--- src/rtl/dog_ctrl.sv ---
// Hunting-dog sprite sequencer: intro walk, sniff, jump and dive, then the
// post-round pop-up. All motion advances once per synchronized frame_clk rise.
module dog_ctrl #(
    parameter logic [9:0] START_X      = 10'd0,
    parameter logic [9:0] WALK_END_X   = 10'd240,
    parameter logic [9:0] WALK_STEP    = 10'd2,
    parameter logic [9:0] GROUND_Y     = 10'd360,
    parameter logic [9:0] HIDE_Y       = 10'd400,
    parameter logic [9:0] SHOW_X       = 10'd288,
    parameter logic [9:0] SHOW_Y       = 10'd330,
    parameter logic [9:0] RISE_STEP    = 10'd2,
    parameter logic [7:0] SNIFF_FRAMES = 8'd60,
    parameter logic [7:0] SHOW_FRAMES  = 8'd90,
    parameter logic [3:0] JUMP_V       = 4'd6
) (
    input  logic       Clk,
    input  logic       Reset,
    input  logic       frame_clk,
    input  logic       round_start,
    input  logic       result_valid,
    input  logic [1:0] result_code,
    output logic [9:0] dog_x,
    output logic [9:0] dog_y,
    output logic [2:0] dog_frame,
    output logic       dog_visible,
    output logic       dog_front,
    output logic       busy,
    output logic       intro_done,
    output logic       show_done
);

    localparam logic [3:0] S_IDLE   = 4'd0;
    localparam logic [3:0] S_WALK   = 4'd1;
    localparam logic [3:0] S_SNIFF  = 4'd2;
    localparam logic [3:0] S_JUMP   = 4'd3;
    localparam logic [3:0] S_FALL   = 4'd4;
    localparam logic [3:0] S_HIDDEN = 4'd5;
    localparam logic [3:0] S_RISE   = 4'd6;
    localparam logic [3:0] S_SHOW   = 4'd7;
    localparam logic [3:0] S_SINK   = 4'd8;

    logic [3:0] state;
    logic       fclk_p0, fclk_p1, fclk_p2;
    logic       tick;
    logic [7:0] cnt;
    logic [3:0] vy;
    logic [2:0] walk_cnt;
    logic [9:0] next_x, fall_y, rise_y, sink_y;
    logic [3:0] vy_inc;

    function automatic logic [2:0] result_frame(input logic [1:0] code);
        case (code)
            2'd0:    return 3'd5;
            2'd1:    return 3'd6;
            default: return 3'd7;
        endcase
    endfunction

    // p0/p1 synchronize the foreign frame clock, p2 holds its previous value
    assign tick   = fclk_p1 & ~fclk_p2;
    assign next_x = dog_x + WALK_STEP;
    assign vy_inc = vy + 4'd1;
    assign fall_y = dog_y + {6'd0, vy_inc};
    assign rise_y = dog_y - RISE_STEP;
    assign sink_y = dog_y + RISE_STEP;

    always_ff @(posedge Clk) begin
        if (Reset) begin
            state       <= S_IDLE;
            fclk_p0     <= 1'b0;
            fclk_p1     <= 1'b0;
            fclk_p2     <= 1'b0;
            dog_x       <= START_X;
            dog_y       <= GROUND_Y;
            dog_frame   <= 3'd0;
            dog_visible <= 1'b0;
            dog_front   <= 1'b1;
            busy        <= 1'b0;
            intro_done  <= 1'b0;
            show_done   <= 1'b0;
            cnt         <= 8'd0;
            vy          <= 4'd0;
            walk_cnt    <= 3'd0;
        end else begin
            fclk_p0    <= frame_clk;
            fclk_p1    <= fclk_p0;
            fclk_p2    <= fclk_p1;
            intro_done <= 1'b0;
            show_done  <= 1'b0;
            // round_start outranks result_valid when both land in HIDDEN
            if (round_start && (state == S_IDLE || state == S_HIDDEN)) begin
                state       <= S_WALK;
                dog_x       <= START_X;
                dog_y       <= GROUND_Y;
                dog_frame   <= 3'd0;
                dog_visible <= 1'b1;
                dog_front   <= 1'b1;
                busy        <= 1'b1;
                walk_cnt    <= 3'd0;
            end else begin
                case (state)
                    S_IDLE: ;
                    S_HIDDEN: if (result_valid) begin
                        state       <= S_RISE;
                        dog_x       <= SHOW_X;
                        dog_y       <= HIDE_Y;
                        dog_frame   <= result_frame(result_code);
                        dog_visible <= 1'b1;
                        dog_front   <= 1'b0;
                        busy        <= 1'b1;
                    end
                    S_WALK: if (tick) begin
                        if (next_x >= WALK_END_X) begin
                            dog_x     <= WALK_END_X;
                            dog_frame <= 3'd2;
                            cnt       <= 8'd0;
                            state     <= S_SNIFF;
                        end else begin
                            dog_x    <= next_x;
                            walk_cnt <= walk_cnt + 3'd1;
                            if (walk_cnt == 3'd7)
                                dog_frame <= {2'b00, ~dog_frame[0]};
                        end
                    end
                    S_SNIFF: if (tick) begin
                        if ((cnt + 8'd1) == SNIFF_FRAMES) begin
                            vy        <= JUMP_V;
                            dog_frame <= 3'd3;
                            state     <= S_JUMP;
                        end else begin
                            cnt <= cnt + 8'd1;
                        end
                    end
                    S_JUMP: if (tick) begin
                        dog_y <= dog_y - {6'd0, vy};
                        if (vy == 4'd1) begin
                            vy        <= 4'd0;
                            dog_front <= 1'b0;
                            dog_frame <= 3'd4;
                            state     <= S_FALL;
                        end else begin
                            vy <= vy - 4'd1;
                        end
                    end
                    S_FALL: if (tick) begin
                        vy <= vy_inc;
                        if (fall_y >= HIDE_Y) begin
                            dog_y       <= HIDE_Y;
                            dog_visible <= 1'b0;
                            busy        <= 1'b0;
                            intro_done  <= 1'b1;
                            state       <= S_HIDDEN;
                        end else begin
                            dog_y <= fall_y;
                        end
                    end
                    S_RISE: if (tick) begin
                        if (rise_y <= SHOW_Y) begin
                            dog_y <= SHOW_Y;
                            cnt   <= 8'd0;
                            state <= S_SHOW;
                        end else begin
                            dog_y <= rise_y;
                        end
                    end
                    S_SHOW: if (tick) begin
                        if ((cnt + 8'd1) == SHOW_FRAMES)
                            state <= S_SINK;
                        else
                            cnt <= cnt + 8'd1;
                    end
                    S_SINK: if (tick) begin
                        if (sink_y >= HIDE_Y) begin
                            dog_y       <= HIDE_Y;
                            dog_visible <= 1'b0;
                            busy        <= 1'b0;
                            show_done   <= 1'b1;
                            state       <= S_HIDDEN;
                        end else begin
                            dog_y <= sink_y;
                        end
                    end
                    default: state <= S_IDLE;
                endcase
            end
        end
    end

endmodule

--- config.mk ---
export PLATFORM = sky130hd
export DESIGN_NAME = dog_ctrl
export DESIGN_NICKNAME = d
export VERILOG_FILES = /design/src/rtl/dog_ctrl.sv
export SDC_FILE = /design/constraint.sdc
export NUM_CORES = 1
export LEC_CHECK = 0
export BUFFER_PORTS_ARGS = -buffer_cell sky130_fd_sc_hd__buf_4
export CAP_MARGIN = 20
export CORE_MARGIN = 3
export CORE_UTILIZATION = 32
export DETAILED_ROUTE_END_ITERATION = 8
export SYNTH_ARGS = -nofsm -noshare
export SYNTH_HDL_FRONTEND = slang
export SYNTH_SLANG_ARGS = --single-unit
--- constraint.sdc ---
create_clock -name Clk -period 4.6 [get_ports Clk]
set_clock_uncertainty 0.2 [all_clocks]
set_input_delay 0.46 -clock Clk [delete_from_list [all_inputs] [get_ports Clk]]
set_output_delay 0.46 -clock Clk [all_outputs]
set_load 0.01 [all_outputs]
==> results of run 1 <==
through the flow:
step | util [%] | instance area, um2 | std cells | hold slack (ns)
after global routing | 36.4 | 4860 | 771 | 0.183
after global placement | 35.3 | 4720 | 764 | 0.219
after floorplan | - | 4390 | 587 | 0.214
final | 36.4 | 4860 | 771 | 0.175
after CTS | 36.4 | 4860 | 771 | 0.167
after detailed placement | 35.3 | 4720 | 764 | 0.244
sequential cells by signal (all words and copies together), names as in the netlist:
register	cells
dog_y	10
dog_x	9
cnt	8
state	4
vy	4
dog_frame	3
walk_cnt	3
busy	1
dog_front	1
fclk_p0	1
fclk_p1	1
fclk_p2	1
intro_done	1
show_done	1
critical path, delay by kind of cell, from the launching register on:
family          cells  cell delay [ns]
compound gates      5             1.56
fa+ha+maj           2             0.70
buf+inv             1             0.13
flops               1             0.47
mux                 1             0.24
simple gates        1             0.12
kinds of logic (layout without fill, tap and decap cells):
kind of cell / after synthesis / in the layout / synth area share (%)
simple gates: 238 / 238 / 28.4
compound gates: 194 / 194 / 31.7
buf+inv: 60 / 68 / 6.32
flops: 48 / 48 / 21.9
fa+ha+maj: 20 / 20 / 6.04
xor+xnor: 16 / 16 / 3.19
mux: 10 / 10 / 2.42
other cells: 1 / 1 / 0.0854
area by class of cell:
type                       count  area share, %
clock buffer                   6           2.85
clock inverter                 1          0.180
inverter                      20           1.54
multi-input combinational    479           64.8
sequential                    48           19.8
tap                          176           4.53
timing repair buffer          41           6.33
synth_stat cells, types with 6 or more instances:
cell type	n
inv_1	20
dfxtp_1	48
mux2i_1	8
clkbuf_1	16
and2_1	7
nand2b_1	11
buf_4	9
nor2_1	63
a211oi_1	10
a31oi_1	6
nand2_1	52
ha_1	18
nor4_1	7
nor2b_1	11
nand4_1	7
o31ai_1	6
a21o_1	6
nor3_1	17
xor2_1	6
o21ai_0	30
nand3_1	21
buf_2	9
xnor2_1	10
a21oi_1	56
and3_1	8
path summary, 6_finish.rpt:
kind | start | to | slack [ns] | depth (start not counted)
worst min-delay path | frame_clk | fclk_p0$_SDFF_PP0_ | 0.18 | 2
worst max register to register | vy[0]$_SDFFE_PP0P_ | state[2]$_SDFFE_PP0P_ | 1.07 | 10
worst min register to register | fclk_p0$_SDFF_PP0_ | fclk_p1$_SDFF_PP0_ | 0.25 | 1
worst max-delay path | vy[0]$_SDFFE_PP0P_ | state[2]$_SDFFE_PP0P_ | 1.07 | 10
layer usage:
layer,global-route usage (%),vias up,share of wire (%)
met5,0,-,0
li1,-,2218,-
met2,28.4,201,46
met4,6.85,0,3.0
met1,24.3,2210,44
met3,2.52,30,6.5
report_power, final:
group	internal (uW)	switching (uW)
Combinational	21.7	37.5
Sequential	419	8.09
Clock	215	171
Total	656	216
==> reports/metrics.cfg, run 1 <==
[sta]
hold_viol_final = 0
maxSlewViolCount = 0
final_setup_violation_count = 0
max_slew_headroom_at_the_worst_pin_pct = 32.4
period_minus_slack_ns = 3.53
layout_worst_path_cycle_share_pct = 76.8
rsz0062_at_grt = false
layout_setup_ws_ns = 1.07
fmax_mhz = 283
tightest_slew_ns = 1.01
fin_tns_setup_ns = 0

[final_layout]
insertedDiodeCount = 0
final_nets = 622
final-seq-area_um2 = 961
area.growth.synth_to_final_pct = 10.8
drive_above_1_share_pct = 12.6
mostFrequentLayoutCell = nor2_1
multi_input_comb_area_mm2 = 0.00315
most-common-layout-cells = nor2_1, a21oi_1, nand2_1
layout.filler_cells = 1447

[power]
powerDensity_mw_per_mm2 = 179
leak_pwr_uw = 0.00163
vdd_drop_max_uv = 123
power_consumption_uw = 872

[synth]
synthTopCellsByArea = dfxtp_1, a21oi_1, nor2_1
most_used_flip_flop_cell_after_synthesis = dfxtp_1
synth_enable_flop_cells = 0
netlist.top_cell.by_area = dfxtp_1
syn_nets = 614
post_synth.cell_area_avg_um2 = 7.48
synth_async_sr_flop_share_pct = 0
cell_area_after_synthesis_mm2 = 0.00439
yosysUniqueCellTypes = 90
netlist_instances = 587
total_of_warnings_raised_by_yosys = 0
yosysSeqAreaShare_pct = 21.9
yosys.area.top_type_share_pct = 21.9
ys_seq_elements = 48

[setup_path]
worstSetupEndpointType = register
cp.required_ns = 4.59
cp_cell_sequence = inv_1 > ha_1 > ha_1 > a21oi_1 > o22a_1 > mux2i_1 > o2111a_1 > o22a_1 > nand3_2 > o311a_1
worst-path-max-fanout = 8
worst-endpoint-arrival_ns = 3.52
timing.setup.critical_path_class = register to register
cpPeakStageDelay_ns = 0.47
worst_path_max_delay_cell = dfxtp_1
startpoint_type = register

[status]
run_status = finished, final reports clean

[clock_network]
clock_latency_ns = 0.30
tritoncts_clock_tree = built
clock_tree.root_cell = clkbuf_16
htreeDepth = 2
cts-root-to-sink-buffers = 2
cts_hold_buf = 0
cts_post_setup_buffers_inserted = 0
cts.clk_slew.worst_paths_ns = 0.07
cts_repair_resize_count = 0
clock-sinks = 48
cts_buffers = 5

[routing]
via_to_cell_ratio = 6.04
detail_route.first_pass.iterations = 5
drcViolationCount = 0
post_dr_wirelength_cell_um = 17.4
drtAntennaViolNets = 0
detailedRoute.firstIterationViolations = 532
num_vias = 4659
routed_wl_um = 13400

[floorplan]
io_pins = 35
die_width_um = 123
initial_core_util_pct = 32.9
rows = 42
chipHeight_um = 123
die_area_mm2 = 0.0152
fp.coreArea_mm2 = 0.0133

[placed_design]
portBuffers = 33
gpl.final_weighted_congestion = 0.932
dp_hpwl_um = 9660
pre_cts_ws_ns = 1.12

[global_route]
grt_antenna_before_repair = 0
global_route.usage.total_pct = 17.8
grt_pass1_vias = 4379
gr-total-overflow = 0
largest_net_degree_at_the_start_of_global_routing = 30
grt_first_pass_wirelength_um = 22000

[run]
cap_viol_max_count = 0

[worst_hold_path]
min-delay-path-class = primary input to register

(Power assumes the default switching activity.)
==> run 2: changes to the inputs <==
- clock period: 4.6 -> 3 ns (I/O delays scaled with it)
==> run 2 against run 1 <==
Compared with the run above:
- critical path depth is 2 higher
- die area stayed put
- sequential share of layout area is 2.1 points lower
- total power is 55% higher
- non-clock buffer count is 59 higher
- wire length is 8.1% higher
- final area is 13% higher
- global-route usage is 1.2 points higher
- worst hold slack worse by 0.16 ns
- first-iteration DRC count is 29% lower
- clock power is 54% higher
- combinational power is 79% higher
- critical path type unchanged
- critical endpoint is now intro_done$_SDFF_PP0_
- highest routed layer unchanged
==> reports/metrics.cfg, run 2 (synthesized netlist as in run 1, its figures left out) <==
[sta]
maxSlewViolCount = 0
final_setup_violation_count = 0
period_minus_slack_ns = 2.92
fmax_mhz = 343
fin_tns_setup_ns = 0
rsz0062_at_grt = true
hold_viol_final = 0
tightest_slew_ns = 0.856
layout_worst_path_cycle_share_pct = 97.3
max_slew_headroom_at_the_worst_pin_pct = 42.9

[global_route]
gr-total-overflow = 0
global_route.usage.total_pct = 19.0
grt_pass1_vias = 4547
grt_first_pass_wirelength_um = 23400
largest_net_degree_at_the_start_of_global_routing = 24
grt_antenna_before_repair = 0

[floorplan]
die_area_mm2 = 0.0152
rows = 42
die_width_um = 123
fp.coreArea_mm2 = 0.0133
initial_core_util_pct = 32.9
io_pins = 35
chipHeight_um = 123

[final_layout]
most-common-layout-cells = buf_4, nor2_1, nand2_1, a21oi_1, dfxtp_1
area.growth.synth_to_final_pct = 25.6
insertedDiodeCount = 0
regMostFlops = dog_y
final_cell_count_no_fill = 831
number_of_flip_flops_in_the_largest_register = 10
biggestRegsByFlops = dog_y x10, dog_x x9, cnt x8
mostFrequentLayoutCell = buf_4
drive_above_1_share_pct = 25.2
final_nets = 681

[setup_path]
cp_common_cell = buf_4
worst_path_max_delay_cell = dfxtp_4
cp.required_ns = 2.97
cpPeakStageDelay_ns = 0.38
cp_cell_sequence = inv_2 > ha_4 > inv_1 > fa_2 > nand2b_4 > a21o_1 > mux2i_1 > o2111a_2 > buf_4 > o21ai_0 > buf_4 > nor3_1
startpoint_type = register
worst-path-max-fanout = 4
worstSetupEndpointType = register
worst-endpoint-arrival_ns = 2.88
timing.setup.critical_path_class = register to register
count_of_buffering_cells_on_the_critical_path_with_inverters_included = 4
path_delay_family = adder cells

[run]
cap_viol_max_count = 0

[status]
run_status = finished, final reports clean

[power]
powerDensity_mw_per_mm2 = 245
leak_pwr_uw = 0.00196
vdd_drop_max_uv = 268

[clock_network]
clock-sinks = 48
htreeDepth = 2
cts_hold_buf = 0
cts-root-to-sink-buffers = 2
cts_buffers = 5
clock_latency_ns = 0.29
tritoncts_clock_tree = built
clock_tree.root_cell = clkbuf_16
cts.clk_slew.worst_paths_ns = 0.07

[routing]
via_to_cell_ratio = 5.89
post_dr_wirelength_cell_um = 17.4
detail_route.first_pass.iterations = 5
routed_wl_um = 14500
drtAntennaViolNets = 0
drcViolationCount = 0
num_vias = 4891
detailedRoute.firstIterationViolations = 378

[placed_design]
portBuffers = 33
dp_hpwl_um = 10900
gpl.final_weighted_congestion = 1.03
numPlacedInstances = 819

[worst_hold_path]
min-delay-path-class = primary input to register

## run 2: layout make-up
type / instances / area [um2]
clock buffer: 6 / 139
clock inverter: 2 / 13.8
fill: 1372 / 7830
inverter: 20 / 75.1
multi-input combinational: 479 / 3320
sequential: 48 / 971
tap: 176 / 220
timing repair buffer: 100 / 776
## run 2: path summary, 6_finish.rpt
check                      from                    end  slack [ns]  cells after the start
min reg2reg  fclk_p0$_SDFF_PP0_     fclk_p1$_SDFF_PP0_        0.24                      1
max          vy[0]$_SDFFE_PP0P_  intro_done$_SDFF_PP0_        0.08                     12
min                   frame_clk     fclk_p0$_SDFF_PP0_        0.02                      2
max reg2reg  vy[0]$_SDFFE_PP0P_  intro_done$_SDFF_PP0_        0.08                     12
## run 2: where the power goes
group          internal, uW  leakage (uW)  switching [uW]
Sequential              640      0.000391            10.1
Clock                   334     0.0000772             260
Combinational          42.7       0.00149            63.3
## run 2: routing by layer
metal	wire length, um	part of all wire, %	track usage (%)
met1	6470	45	26.4
met2	6760	47	30.7
met3	911	6.3	2.24
met4	337	2.3	5.88
met5	0	0	0
## run 2: per-stage QoR
stage | worst slack, ns | cell area [um2] | power (uW) | hold WS (ns) | utilization (%)
CTS | 0.000765 | 5370 | 1360 | 0.0208 | 40.2
detailed placement | -0.208 | 5160 | 771 | 0.228 | 38.6
finish | 0.0814 | 5520 | 1350 | 0.0204 | 41.3
global placement | -0.0394 | 5160 | 771 | 0.229 | 38.6
floorplan | -0.00582 | 4390 | 730 | 0.214 | -
global route | -0.0361 | 5520 | 1400 | 0.0338 | 41.3
## run 2: repair_timing
action,in CTS,in global routing
hold endpoints to repair,0,0
endpoints found under the setup margin,11,21
setup buffers,2,2
pin swaps,3,12
resized for setup,11,28
## run 2: worst register-to-register path, cell delays in order, from the launching register on
cell and delay (ns):
dfxtp_4 0.38, inv_2 0.06, ha_4 0.28, inv_1 0.06, fa_2 0.36, nand2b_4 0.16
a21o_1 0.21, mux2i_1 0.19, o2111a_2 0.26, buf_4 0.12, o21ai_0 0.09, buf_4 0.15
nor3_1 0.27
